===== src/rtl/mem_ctrl_pkg.sv =====
// Shared types and constants for the unified 8-bit RAM/IO port controller.
package mem_ctrl_pkg;

  typedef enum logic [1:0] {
    ST_IDLE  = 2'd0,
    ST_READ  = 2'd1,
    ST_WRITE = 2'd2
  } state_e;

  // Requester identity; also the bit index into request/grant vectors.
  typedef enum logic {
    OWN_IF  = 1'b0,
    OWN_LSB = 1'b1
  } owner_e;

  // LSB op field layout: [2] store, [1:0] access size.
  localparam int          OP_STORE_BIT = 2;
  localparam logic [1:0]  SZ_BYTE      = 2'b00;
  localparam logic [1:0]  SZ_HALF      = 2'b01;
  localparam logic [1:0]  SZ_WORD      = 2'b11;

  // addr[17:16] value that selects the IO space.
  localparam logic [1:0]  IO_SEL_DEF   = 2'b11;

  // Number of byte cycles for a size code; unused code 10 falls back to a byte.
  function automatic logic [2:0] size_bytes(input logic [1:0] sz);
    case (sz)
      SZ_WORD: size_bytes = 3'd4;
      SZ_HALF: size_bytes = 3'd2;
      default: size_bytes = 3'd1;
    endcase
  endfunction

endpackage


===== src/rtl/mem_rr_arbiter.sv =====
// Two-way round-robin arbiter: a lone requester wins, a tie goes to the
// requester that was not granted last.
import mem_ctrl_pkg::*;

module mem_rr_arbiter (
  input  logic [1:0] req_i,
  input  owner_e     last_i,
  output logic [1:0] gnt_o
);

  // One-hot grant from masked requests and the previous winner.
  always_comb begin
    gnt_o = 2'b00;
    case (req_i)
      2'b01:   gnt_o = 2'b01;
      2'b10:   gnt_o = 2'b10;
      2'b11:   gnt_o = (last_i == OWN_IF) ? 2'b10 : 2'b01;
      default: gnt_o = 2'b00;
    endcase
  end

endmodule


===== src/rtl/mem_ctrl.sv =====
// Memory controller owning the 8-bit RAM/IO port. Serialises instruction
// fetches and LSB loads/stores into byte cycles, arbitrating round-robin.
import mem_ctrl_pkg::*;

module mem_ctrl #(
  parameter logic [1:0] IO_SEL = IO_SEL_DEF
) (
  input  logic        clockIn,
  input  logic        resetIn,
  input  logic        readyIn,
  input  logic        clearIn,
  input  logic        ioBufferFull,
  input  logic        ifFlag,
  input  logic [31:0] ifAddr,
  output logic        ifOkFlag,
  output logic [31:0] ifData,
  input  logic        lsbFlag,
  input  logic [2:0]  lsbOp,
  input  logic [31:0] lsbAddr,
  input  logic [31:0] lsbDataIn,
  output logic        lsbOkFlag,
  output logic [31:0] lsbDataOut,
  input  logic [7:0]  memDin,
  output logic [7:0]  memDout,
  output logic [31:0] memA,
  output logic        memWr
);

  state_e      state_q;
  owner_e      owner_q;     // current owner; doubles as lastGrant
  logic [31:0] addr_q;
  logic [31:0] data_q;
  logic [2:0]  nb_q;        // bytes in this access
  logic [2:0]  cnt_q;       // byte cycle index
  logic [31:0] res_q;       // read bytes assembled so far
  logic [31:0] res_d;
  logic        ifOk_q, lsbOk_q;
  logic [31:0] ifData_q, lsbData_q;

  logic [1:0]  req;
  logic [1:0]  gnt;
  logic        lsb_store;
  logic        io_stall;
  logic [31:0] cur_addr;
  logic [31:0] data_sh;

  assign lsb_store = lsbOp[OP_STORE_BIT];

  // A requester seeing its ok pulse is finishing, not asking again.
  // Flush suppresses fetches and loads; stores must still drain.
  assign req[OWN_IF]  = ifFlag  && !ifOk_q  && !clearIn;
  assign req[OWN_LSB] = lsbFlag && !lsbOk_q && (lsb_store || !clearIn);

  mem_rr_arbiter u_arb (
    .req_i  (req),
    .last_i (owner_q),
    .gnt_o  (gnt)
  );

  assign cur_addr = addr_q + {29'd0, cnt_q};
  assign data_sh  = data_q >> {cnt_q[1:0], 3'b000};
  assign io_stall = (addr_q[17:16] == IO_SEL) && ioBufferFull;

  // Bus drive decoded from state; the drain cycle of a read issues no address.
  always_comb begin
    memA    = 32'd0;
    memDout = 8'd0;
    memWr   = 1'b0;
    if (state_q == ST_READ && cnt_q < nb_q) begin
      memA = cur_addr;
    end else if (state_q == ST_WRITE) begin
      memA    = cur_addr;
      memDout = data_sh[7:0];
      memWr   = readyIn && !io_stall;
    end
  end

  // Byte returned for address cycle cnt-1 lands in its little-endian slot.
  always_comb begin
    res_d = res_q;
    if (state_q == ST_READ) begin
      case (cnt_q)
        3'd1:    res_d[7:0]   = memDin;
        3'd2:    res_d[15:8]  = memDin;
        3'd3:    res_d[23:16] = memDin;
        3'd4:    res_d[31:24] = memDin;
        default: res_d = res_q;
      endcase
    end
  end

  // Controller FSM: grant, byte sequencing and registered result/ok outputs.
  always_ff @(posedge clockIn or negedge resetIn) begin
    if (!resetIn) begin
      state_q   <= ST_IDLE;
      owner_q   <= OWN_IF;
      addr_q    <= 32'd0;
      data_q    <= 32'd0;
      nb_q      <= 3'd0;
      cnt_q     <= 3'd0;
      res_q     <= 32'd0;
      ifOk_q    <= 1'b0;
      lsbOk_q   <= 1'b0;
      ifData_q  <= 32'd0;
      lsbData_q <= 32'd0;
    end else if (readyIn) begin
      ifOk_q  <= 1'b0;
      lsbOk_q <= 1'b0;
      case (state_q)
        ST_IDLE: begin
          if (gnt != 2'b00) begin
            owner_q <= gnt[OWN_LSB] ? OWN_LSB : OWN_IF;
            addr_q  <= gnt[OWN_LSB] ? lsbAddr : ifAddr;
            data_q  <= lsbDataIn;
            nb_q    <= gnt[OWN_LSB] ? size_bytes(lsbOp[1:0]) : 3'd4;
            cnt_q   <= 3'd0;
            res_q   <= 32'd0;
            state_q <= (gnt[OWN_LSB] && lsb_store) ? ST_WRITE : ST_READ;
          end
        end
        ST_READ: begin
          if (clearIn) begin
            state_q <= ST_IDLE;
          end else begin
            res_q <= res_d;
            if (cnt_q == nb_q) begin
              state_q <= ST_IDLE;
              if (owner_q == OWN_IF) begin
                ifOk_q   <= 1'b1;
                ifData_q <= res_d;
              end else begin
                lsbOk_q   <= 1'b1;
                lsbData_q <= res_d;
              end
            end else begin
              cnt_q <= cnt_q + 3'd1;
            end
          end
        end
        ST_WRITE: begin
          if (!io_stall) begin
            if (cnt_q == nb_q - 3'd1) begin
              state_q <= ST_IDLE;
              lsbOk_q <= 1'b1;
            end else begin
              cnt_q <= cnt_q + 3'd1;
            end
          end
        end
        default: state_q <= ST_IDLE;
      endcase
    end
  end

  assign ifOkFlag   = ifOk_q;
  assign ifData     = ifData_q;
  assign lsbOkFlag  = lsbOk_q;
  assign lsbDataOut = lsbData_q;

endmodule


===== config.mk =====
export PLATFORM = sky130hd
export DESIGN_NAME = mem_ctrl
export DESIGN_NICKNAME = d
export VERILOG_FILES = /design/src/rtl/mem_ctrl_pkg.sv /design/src/rtl/mem_rr_arbiter.sv /design/src/rtl/mem_ctrl.sv
export SDC_FILE = /design/constraint.sdc
export NUM_CORES = 1
export LEC_CHECK = 0
export CORE_AREA = 3 3 137 126
export DETAILED_ROUTE_END_ITERATION = 16
export DIE_AREA = 0 0 140 129
export PLACE_DENSITY = 0.85
export SLEW_MARGIN = 20
export SYNTH_ARGS = -nofsm -noshare
export SYNTH_HDL_FRONTEND = slang
export SYNTH_HIERARCHICAL = 1
export SYNTH_SLANG_ARGS = --single-unit

===== constraint.sdc =====
create_clock -name clockIn -period 7.6 [get_ports clockIn]
set_input_delay 1.14 -clock clockIn [delete_from_list [all_inputs] [get_ports clockIn]]
set_output_delay 1.14 -clock clockIn [all_outputs]
set_load 0.1 [all_outputs]

# After elaboration in Yosys (flattened, before gate mapping)
# Index checks and enable logic that the tools add are counted.
[word_totals] wordCells=104 inputBits=114 register_bits=171
[op_classes] shifts=1 n_eq_ne=21 reduce_logical=23 bitwise=2 n_addsub=3 muxes=42 order_cmp=1
[ops] cell="32-bit two-way mux" count=5
[ops] cell="32-bit one-hot mux with 2 select lines" count=1
[ops] cell="8-bit two-way mux" count=6
[ops] cell="32-bit by 3-bit adder with 32-bit output" count=1
[ops] cell="32-bit by 5-bit right shift with 8-bit output" count=1
[ops] cell="3-bit two-way mux" count=6
[ops] cell="5-bit AND reduction" count=3
[ops] cell="2-bit two-way mux" count=7
[ops] cell="1-bit two-way mux" count=12
[ops] cell="2-bit one-hot mux with 3 select lines" count=2
[ops] cell="2-bit equality test (second input constant)" count=5
[ops] cell="2-bit != test (second input constant)" count=5
[ops] cell="3-bit one-hot mux with 3 select lines" count=1
[ops] cell="1-bit logical AND" count=8
[ops] cell="7-bit AND reduction" count=1
[ops] cell="2-bit by 1-bit equality test with 1-bit output (second input constant)" count=3
[ops] cell="3-bit by 2-bit equality test with 1-bit output (second input constant)" count=2
[ops] cell="3-bit equality test" count=2
[ops] cell="3-bit one-hot mux with 2 select lines" count=1
[ops] cell="1-bit logical NOT" count=4
[ops] cell="4-bit AND reduction" count=1
[ops] cell="2-bit nonzero test" count=2
[ops] cell="3-bit by 1-bit adder with 3-bit output (second input constant)" count=1
[ops] cell="3-bit by 1-bit equality test with 1-bit output (second input constant)" count=1
[ops] cell="other kinds (11)" count=12

# Logic depth before layout (Yosys ltp)
# Gate-level depths: netlist of run 1.
[logic_depth] word_depth=9 ltp_mapped=9

# Modules after synthesis
# The synthesis of run 1 kept the hierarchy.
[by_module_without_submodules] module="mem_ctrl" area_per_inst_um2=8376.8 cells_per_inst=790 n_inst=1 seq_area_each_um2=4279.1
[by_module_without_submodules] module="mem_rr_arbiter" area_per_inst_um2=18.8 cells_per_inst=3 n_inst=1 seq_area_each_um2=0.0

# Worst setup path after synthesis of run 1
# No wires, ideal clock.
[synth_path] path_kind="reg2out" from="reg cnt_q[0]" to="out memWr" required_time_ns=6.460 setup_slack_ns=2.657 stages_incl_launch_ff=8 arrival_ns=3.803 cell_sequence="dfrtp_1 -> clkbuf_1 -> inv_1 -> ha_1 -> nor2b_1 -> o21ai_0 -> a31o_2 -> nor3_1"
[synth_via] elab_chain_len=3
[synth_lines] element="start: declaration" line_no="mem_ctrl.sv:34" source="logic [2:0] cnt_q;"
[synth_lines] element="start signal: assignment" line_no="mem_ctrl.sv:136" source="cnt_q <= cnt_q + 3'd1;"
[synth_lines] element="start signal: assignment" line_no="mem_ctrl.sv:146" source="cnt_q <= cnt_q + 3'd1;"
[synth_lines] element="3-bit < comparator" line_no="mem_ctrl.sv:69" source="if (state_q == ST_READ && cnt_q < nb_q) begin"
[synth_lines] element="1-bit logical AND" line_no="mem_ctrl.sv:69"
[synth_lines] element="1-bit two-way mux" line_no="mem_ctrl.sv:69"
[synth_lines] element="end: declaration" line_no="mem_ctrl.sv:26" source="output logic memWr"
# No other way between the ends.

# Worst setup path after layout of run 1
[layout_path] from="reg cnt_q[0]" to="out memA[18]"
[layout_via] elab_chain_len=3 elab_cells_between_ends=5 cone_classes="add/sub: 1; order compare: 1; mux: 2; reduce/logical: 1"
[layout_lines] element="32-bit by 3-bit adder with 32-bit output / 3-bit < comparator (equally long branches)" line_no="mem_ctrl.sv:60, mem_ctrl.sv:69"
[layout_lines] element="32-bit two-way mux / 1-bit logical AND (equally long branches)" line_no="mem_ctrl.sv:71, mem_ctrl.sv:69"
[layout_lines] element="32-bit two-way mux (*)" line_no="mem_ctrl.sv:69"
[layout_lines] element="end: declaration" line_no="mem_ctrl.sv:25" source="output logic [31:0] memA,"
# Mark *: on every way between the ends. The rest lies on a longest branch, timed or not.

==> results of run 1 <==
metrics by stage:
| step | std cells | area [sq um] |
|---|---|---|
| 2_1_floorplan | 793 | 8400 |
| 3_3_place_gp | 1174 | 10700 |
| 3_5_place_dp | 1174 | 10700 |
| 4_1_cts | 1206 | 11300 |
| 5_1_grt | 1206 | 11300 |
| 6_report | 1206 | 11300 |
how the worst max path moves through the flow:
stage,start,to,slack [ns]
3_3_place_gp,cnt_q[0],memA[18],2.59
4_1_cts,cnt_q[0],memA[18],2.05
5_1_grt,cnt_q[0],memA[26],1.80
2_1_floorplan,cnt_q[0],memWr,2.66
3_5_place_dp,cnt_q[0],memA[14],2.51
6_report,cnt_q[0],memA[18],2.07
cell families (layout without fill, tap and decap cells):
| family | count (synthesis) | after routing | share of synthesized area |
|---|---|---|---|
| and+or+nand+nor | 209 | 209 | 0.120 |
| AOI/OAI and AO/OA | 202 | 202 | 0.150 |
| DFF | 171 | 171 | 0.510 |
| muxes | 108 | 108 | 0.145 |
| buffers and inverters | 75 | 281 | 0.0347 |
| adders and majority gates | 17 | 17 | 0.0262 |
| xor gates and xnor gates | 11 | 11 | 0.0133 |
registers in the layout, indices dropped and copies added, names as in the netlist:
signal and cells:
ifData 32, ifOkFlag 1, addr_q 32, cnt_q 3, data_q 32, res_q 32
state_q 2, nb_q 3, owner_q 1, lsbDataOut 32, lsbOkFlag 1
cell usage after synthesis (2+ instances only):
cell and count:
a21o_1 4, nor4_1 3, inv_1 20, nand3_1 12, a21boi_0 2, o31ai_1 17, a21oi_1 91, nor2_2 3
or4_1 16, nor2b_1 12, o21ai_0 42, mux2i_1 68, nand2b_1 2, mux2_2 32, xnor2_1 10, mux4_2 8
buf_1 11, nand4_1 4, clkbuf_1 35, dfrtp_1 171, buf_2 7, and4_1 4, and3_1 3, ha_1 16
or3_1 7, nand2_1 58, nor3_1 3, a32o_1 23, a22o_1 8, nor2_1 75
worst max-delay path, delay by kind of cell (launching register included):
family	cells	cell delay, ns
fa+ha+maj	2	0.53
flops	1	0.78
compound gates	2	0.31
buf+inv	1	1.16
simple gates	2	1.18
area by class of cell:
| type | instances | area, sq um | share of cell area |
|---|---|---|---|
| timing repair buffer | 228 | 2260 | 0.200 |
| multi-input combinational | 547 | 3850 | 0.340 |
| tap | 207 | 259 | 0.0229 |
| clock inverter | 13 | 143 | 0.0126 |
| clock buffer | 19 | 443 | 0.0391 |
| inverter | 21 | 78.8 | 0.00696 |
| sequential | 171 | 4280 | 0.378 |
routing by layer:
layer / track usage / part of all wire / vias up
met2: 0.387 / 0.48 / 236
met1: 0.343 / 0.44 / 3305
met3: 0.0528 / 0.056 / 37
li1: - / - / 3251
met4: 0.0752 / 0.024 / 0
met5: 0 / 0 / -
==> metrics.yaml, run 1 <==
status: "finished clean"
nFillCells: 1195
final_core_utilization: 0.709
holdPathEnd: "res_q[30]"
min_from: "res_q[30]"
grt-ovfl-total: 0
drc: 0
tns_ns: 0
dp_hpwl_microns: 15600
rr_startpoint: "cnt_q[0]"
grt_usage: 0.245
synth-main-ff-cell: "dfrtp_1"
postRouteAntennaNets: 0
drt_iter0_markers: 419
wl_microns: 21900
fin_skew_ns: 0.0115
port_buffers: 220
grt_start_max_net_pins: 101
synth.distinct_cells: 56
core_sq_um: 16000
cts_sinks: 171
crit_path_max_fanout: 19
viasPerCell: 5.66
fin_nets: 1117
cp-end-kind: "output port"
drtPass1Iterations: 4
synth_edf_count: 0
r2r_cells: 7
synth.largest_area_cell: "dfrtp_1"
yosys_register_bits: 171
die_h_microns: 129
syn_to_final_growth_pct: 34.8
drive_above_1_share: 0.0921
whs_path_depth: 1
ctsResizeCount: 0
pre_cts_ws_ns: 2.51
timing.rr.end: "ifData[23]"
grt_pass1_vias: 6600
final.min_clock_period_ns: 5.53
syn_nets: 924
netlist.area_leader.share: 0.510
initial_core_util: 0.526
netlist_top_cells_area: "dfrtp_1 (51%), mux2i_1 (8.1%), a21oi_1 (5.4%), mux2_2 (4.3%), nor2_1 (3.4%)"
die-width_microns: 140
hold_buffers: 0
async_flop_share: 1.00
final_common_cell: "clkdlybuf4s50_1"
worstHoldPathType: "reg2reg"
ys_seq_area_frac: 0.510
reg2reg_slack_ns: 4.18
clockBufferDepth: 2
antenna_cells: 0
clk_pin_slew_ns: 0.06
slew_headroom: 0.302
cp_cell_sequence: "ha_1, fa_1, a21oi_1, or3_1, or4_1, a21oi_1, clkdlybuf4s50_1"
cp_slowest_cell: "clkdlybuf4s50_1"
timing.fmax_ghz: 0.181
finalMaxSlewViolations: 0
cts_tree: "yes"
post_cts_buffers: 0
rows: 44
hold_violations: 0
crit_type: "reg2out"
dr_total_vias: 6829
synth_area_per_cell_sq_um: 10.6
final.setup.worst_slack_ns: 2.07
maxCapViolations: 0
crit_top_cell: "a21oi_1"
netlist_area_sq_um: 8400
tightest_slew_ns: 1.04
place.gp.congestion: 0.855
synthCells: 793
cts_buffers: 17
hold_ws_ns: 0.490
io_pins: 221
fin_crit_sh: 0.727
clk_latency_ns: 0.43
yosys_warnings: 6
wl_per_cell_microns: 18.2
setup_viol: 0
worstPathArrival_ns: 4.39
antenna_found_initial: 0
grt_pass1_wl_microns: 35200
worst_setup_path_start_kind: "flop"
dieArea_sq_um: 18100
crit_required_ns: 6.46
htreeDepth: 4
slowest_delay_ns: 1.16
root_buffer: "clkbuf_16"
rsz0062_at_grt: "false"
final_cell_mix: "clkdlybuf4s50_1 (219), dfrtp_1 (171), a21oi_1 (91)"
Power of run 1 is not shown: default switching activity piles up to over one toggle a cycle in this logic, so the estimate is an artifact.
==> run 2: changes to the inputs <==
Settings changed: CORE_AREA 3 3 137 126 to 3 3 150 138, DIE_AREA 0 0 140 129 to 0 0 153 141, PLACE_DENSITY 0.85 to 0.75.
Clock period 7.6 ns to 4.9 ns, I/O delays scaled along.
==> metrics.yaml, run 2 (synthesized netlist as in run 1, its figures left out) <==
status: "finished clean"
cts_tree: "yes"
htreeDepth: 4
dp_hpwl_microns: 15800
fin_crit_sh: 0.827
worstHoldPathType: "in2async"
finalMaxSlewViolations: 0
wl_met2_microns: 10800
die-width_microns: 153
final_core_utilization: 0.590
port_buffers: 220
clk_pin_slew_ns: 0.06
worst_setup_path_start_kind: "flop"
nFillCells: 1657
drive_above_1_share: 0.136
grt_usage: 0.207
final.min_clock_period_ns: 4.05
multiInputGateArea_sq_um: 3850
dr_total_vias: 6823
viasPerCell: 5.45
hold_violations: 0
rsz0062_at_grt: "false"
cp-end-kind: "output port"
fin_skew_ns: 0.0161
place.gp.congestion: 0.833
crit_type: "reg2out"
syn_to_final_growth_pct: 34.6
antenna_cells: 0
core_sq_um: 19200
crit_path_max_fanout: 19
seqCellArea_sq_um: 4280
drc: 0
setup_viol: 0
maxCapViolations: 0
cts_sinks: 171
final_cell_mix: "clkdlybuf4s50_1 (178), dfrtp_1 (171), a21oi_1 (91)"
postRouteAntennaNets: 0
pre_cts_ws_ns: 1.25
grt-ovfl-total: 0
rows: 48
slew_headroom: 0.299
routed.top_layer: "met4"
dieArea_sq_um: 21600
antenna_found_initial: 0
drt-met1-wl_microns: 10200
dr_wl_met3_microns: 1200
fin_area_sq_um: 11300
wl_per_cell_microns: 17.9
wl_microns: 22500
tns_ns: 0
post_cts_buffers: 0
grt_start_max_net_pins: 101
final_common_cell: "clkdlybuf4s50_1"
grt_pass1_wl_microns: 36200
clk_latency_ns: 0.43
ctsResizeCount: 0
grt_pass1_vias: 6597
crit_required_ns: 4.16
r2r_cells: 6
tightest_slew_ns: 1.05
final.setup.worst_slack_ns: 0.847
cts_buffers: 17
initial_core_util: 0.438
drtPass1Iterations: 5
die_h_microns: 141
fin_nets: 1119
hold_buffers: 0
drt_iter0_markers: 411
worstPathArrival_ns: 3.32
io_pins: 221
dpl_cell_area_sq_um: 10700
root_buffer: "clkbuf_16"
clockBufferDepth: 2
timing.fmax_ghz: 0.247
[run 2: cell types whose count changed in the layout (fill, tap and decap cells not counted), moves of 2 or more]
cell | previous run | this run
buf_4 | 8 | 50
clkdlybuf4s50_1 | 219 | 178
inv_6 | 1 | 4
clkbuf_8 | 1 | 3
clkinv_2 | 3 | 1
clkinvlp_4 | 4 | 2
[run 2: area by class of cell]
| cell class | instances | area share |
|---|---|---|
| clock buffer | 20 | 0.0413 |
| clock inverter | 12 | 0.0111 |
| inverter | 21 | 0.00697 |
| multi-input combinational | 547 | 0.341 |
| sequential | 171 | 0.379 |
| tap | 250 | 0.0277 |
| timing repair buffer | 230 | 0.194 |
[run 2: metrics by stage]
step                hold WS [ns]  cells
floorplan                  0.439    793
global placement           0.471   1219
detailed placement         0.481   1219
CTS                        0.470   1251
global route               0.481   1251
finish                     0.394   1251
[run 2: routing by layer]
metal  track usage  vias up
met3        0.0503       21
met4        0.0427        0
met2         0.337      191
li1              -     3262
met5             0        -
met1         0.286     3349
[run 2: worst max-delay path, cell delays in order, from the launching register on]
cell     delay (ns)
dfrtp_1        0.76
fa_1           0.34
a21oi_1        0.15
or3_1          0.61
or4_1          0.58
a21oi_1        0.15
buf_4          0.30
[run 2: final timing paths]
check | from | endpoint | slack (ns)
worst max-delay path | cnt_q[1] | memA[18] | 0.85
worst min-delay path | resetIn | ifData[0] | 0.39
worst max register to register | cnt_q[1] | res_q[31] | 2.36
worst min register to register | res_q[25] | res_q[25] | 0.49
max in group asynchronous | resetIn | lsbDataOut[15] | 3.39
min in group clockIn | res_q[25] | res_q[25] | 0.49
Power of run 2 is left out for the same reason.
==> run 3: changes to the inputs <==
Settings changed: CORE_AREA 3 3 150 138 to 3 3 142 131, DIE_AREA 0 0 153 141 to 0 0 145 134, PLACE_DENSITY 0.75 to 0.8.
Clock period 4.9 ns to 3.9 ns, I/O delays scaled along.
==> metrics.yaml, run 3 (synthesized netlist as in run 1, its figures left out) <==
crit_type: "reg2out"
slew_headroom: 0.300
final_cell_mix: "clkdlybuf4s50_1 (178), dfrtp_1 (171), a21oi_1 (82)"
place.gp.congestion: 0.852
htreeDepth: 4
drt_iter0_markers: 449
status: "finished clean"
antenna_found_initial: 0
nFillCells: 1259
drc: 0
port_buffers: 220
final.min_clock_period_ns: 3.63
cts_sinks: 171
clockBufferDepth: 2
hold_ws_ns: 0.223
dieArea_sq_um: 19400
worst_setup_path_start_kind: "flop"
rsz0062_at_grt: "false"
rows: 46
grt-ovfl-total: 0
die-width_microns: 145
cp-end-kind: "output port"
final_core_utilization: 0.680
crit_required_ns: 3.31
fin_skew_ns: 0.0110
cts_tree: "yes"
initial_core_util: 0.485
maxCapViolations: 0
fin_nets: 1121
dp_hpwl_microns: 16500
clk_latency_ns: 0.42
ctsResizeCount: 0
grt_pass1_vias: 6830
setup_viol: 0
tightest_slew_ns: 1.05
clk_pin_slew_ns: 0.07
dr_total_vias: 6880
wl_microns: 22700
syn_to_final_growth_pct: 40.3
grt_usage: 0.235
post_cts_buffers: 0
final_common_cell: "clkdlybuf4s50_1"
wl_per_cell_microns: 18.3
finalMaxSlewViolations: 0
drtPass1Iterations: 5
grt_start_max_net_pins: 88
worstHoldPathType: "in2async"
worstPathArrival_ns: 3.04
gr-usage-met3: 0.0551
crit_path_max_fanout: 24
io_pins: 221
grt_pass1_wl_microns: 37000
viasPerCell: 5.53
timing.fmax_ghz: 0.276
cts_buffers: 17
fin_crit_sh: 0.930
drive_above_1_share: 0.148
hold_violations: 0
tns_ns: 0
grtUsageMet1: 0.323
busiest_layer: "met2"
core_sq_um: 17300
postRouteAntennaNets: 0
grt_use_met2: 0.384
root_buffer: "clkbuf_16"
hold_buffers: 0
antenna_cells: 0
die_h_microns: 134
-- run 3: final timing paths --
kind | start | end | slack (ns) | depth (start not counted)
setup / recovery | cnt_q[2] | memA[19] | 0.27 | 6
hold / removal | resetIn | ifData[29] | 0.22 | 1
setup reg to reg | state_q[1] | res_q[17] | 1.41 | 7
hold reg to reg | nb_q[1] | nb_q[1] | 0.49 | 2
max in group asynchronous | resetIn | cnt_q[1] | 2.84 | 2
min in group clockIn | nb_q[1] | nb_q[1] | 0.49 | 2
-- run 3: area by class of cell --
class                           count  area, sq um  area share
Tap cell                          240          300      0.0255
Timing Repair Buffer              232         2620       0.222
Sequential cell                   171         4280       0.363
Inverter                           21         78.8     0.00669
Clock inverter                     15          179      0.0152
Clock buffer                       17          425      0.0361
Multi-Input combinational cell    547         3900       0.331
-- run 3: through the flow --
stage               setup WS [ns]  area [sq um]  instances
floorplan                  0.0532          8430        793
global placement            0.765         11200       1211
detailed placement          0.731         11200       1211
CTS                         0.265         11800       1243
global route                0.109         11800       1243
finish                      0.273         11800       1243
-- run 3: critical path, stage by stage, from the launching register on --
cell and delay [ns]:
dfrtp_1 0.44, ha_1 0.37, nand3_1 0.18, a211o_1 0.56
or4_1 0.56, a21oi_1 0.29, buf_12 0.22
-- run 3: layer usage --
metal	routed length (microns)	vias up
met4	302	0
met3	1270	18
met2	11200	227
met1	9980	3376
li1	-	3259
met5	0	-
Power of run 3 is left out for the same reason.
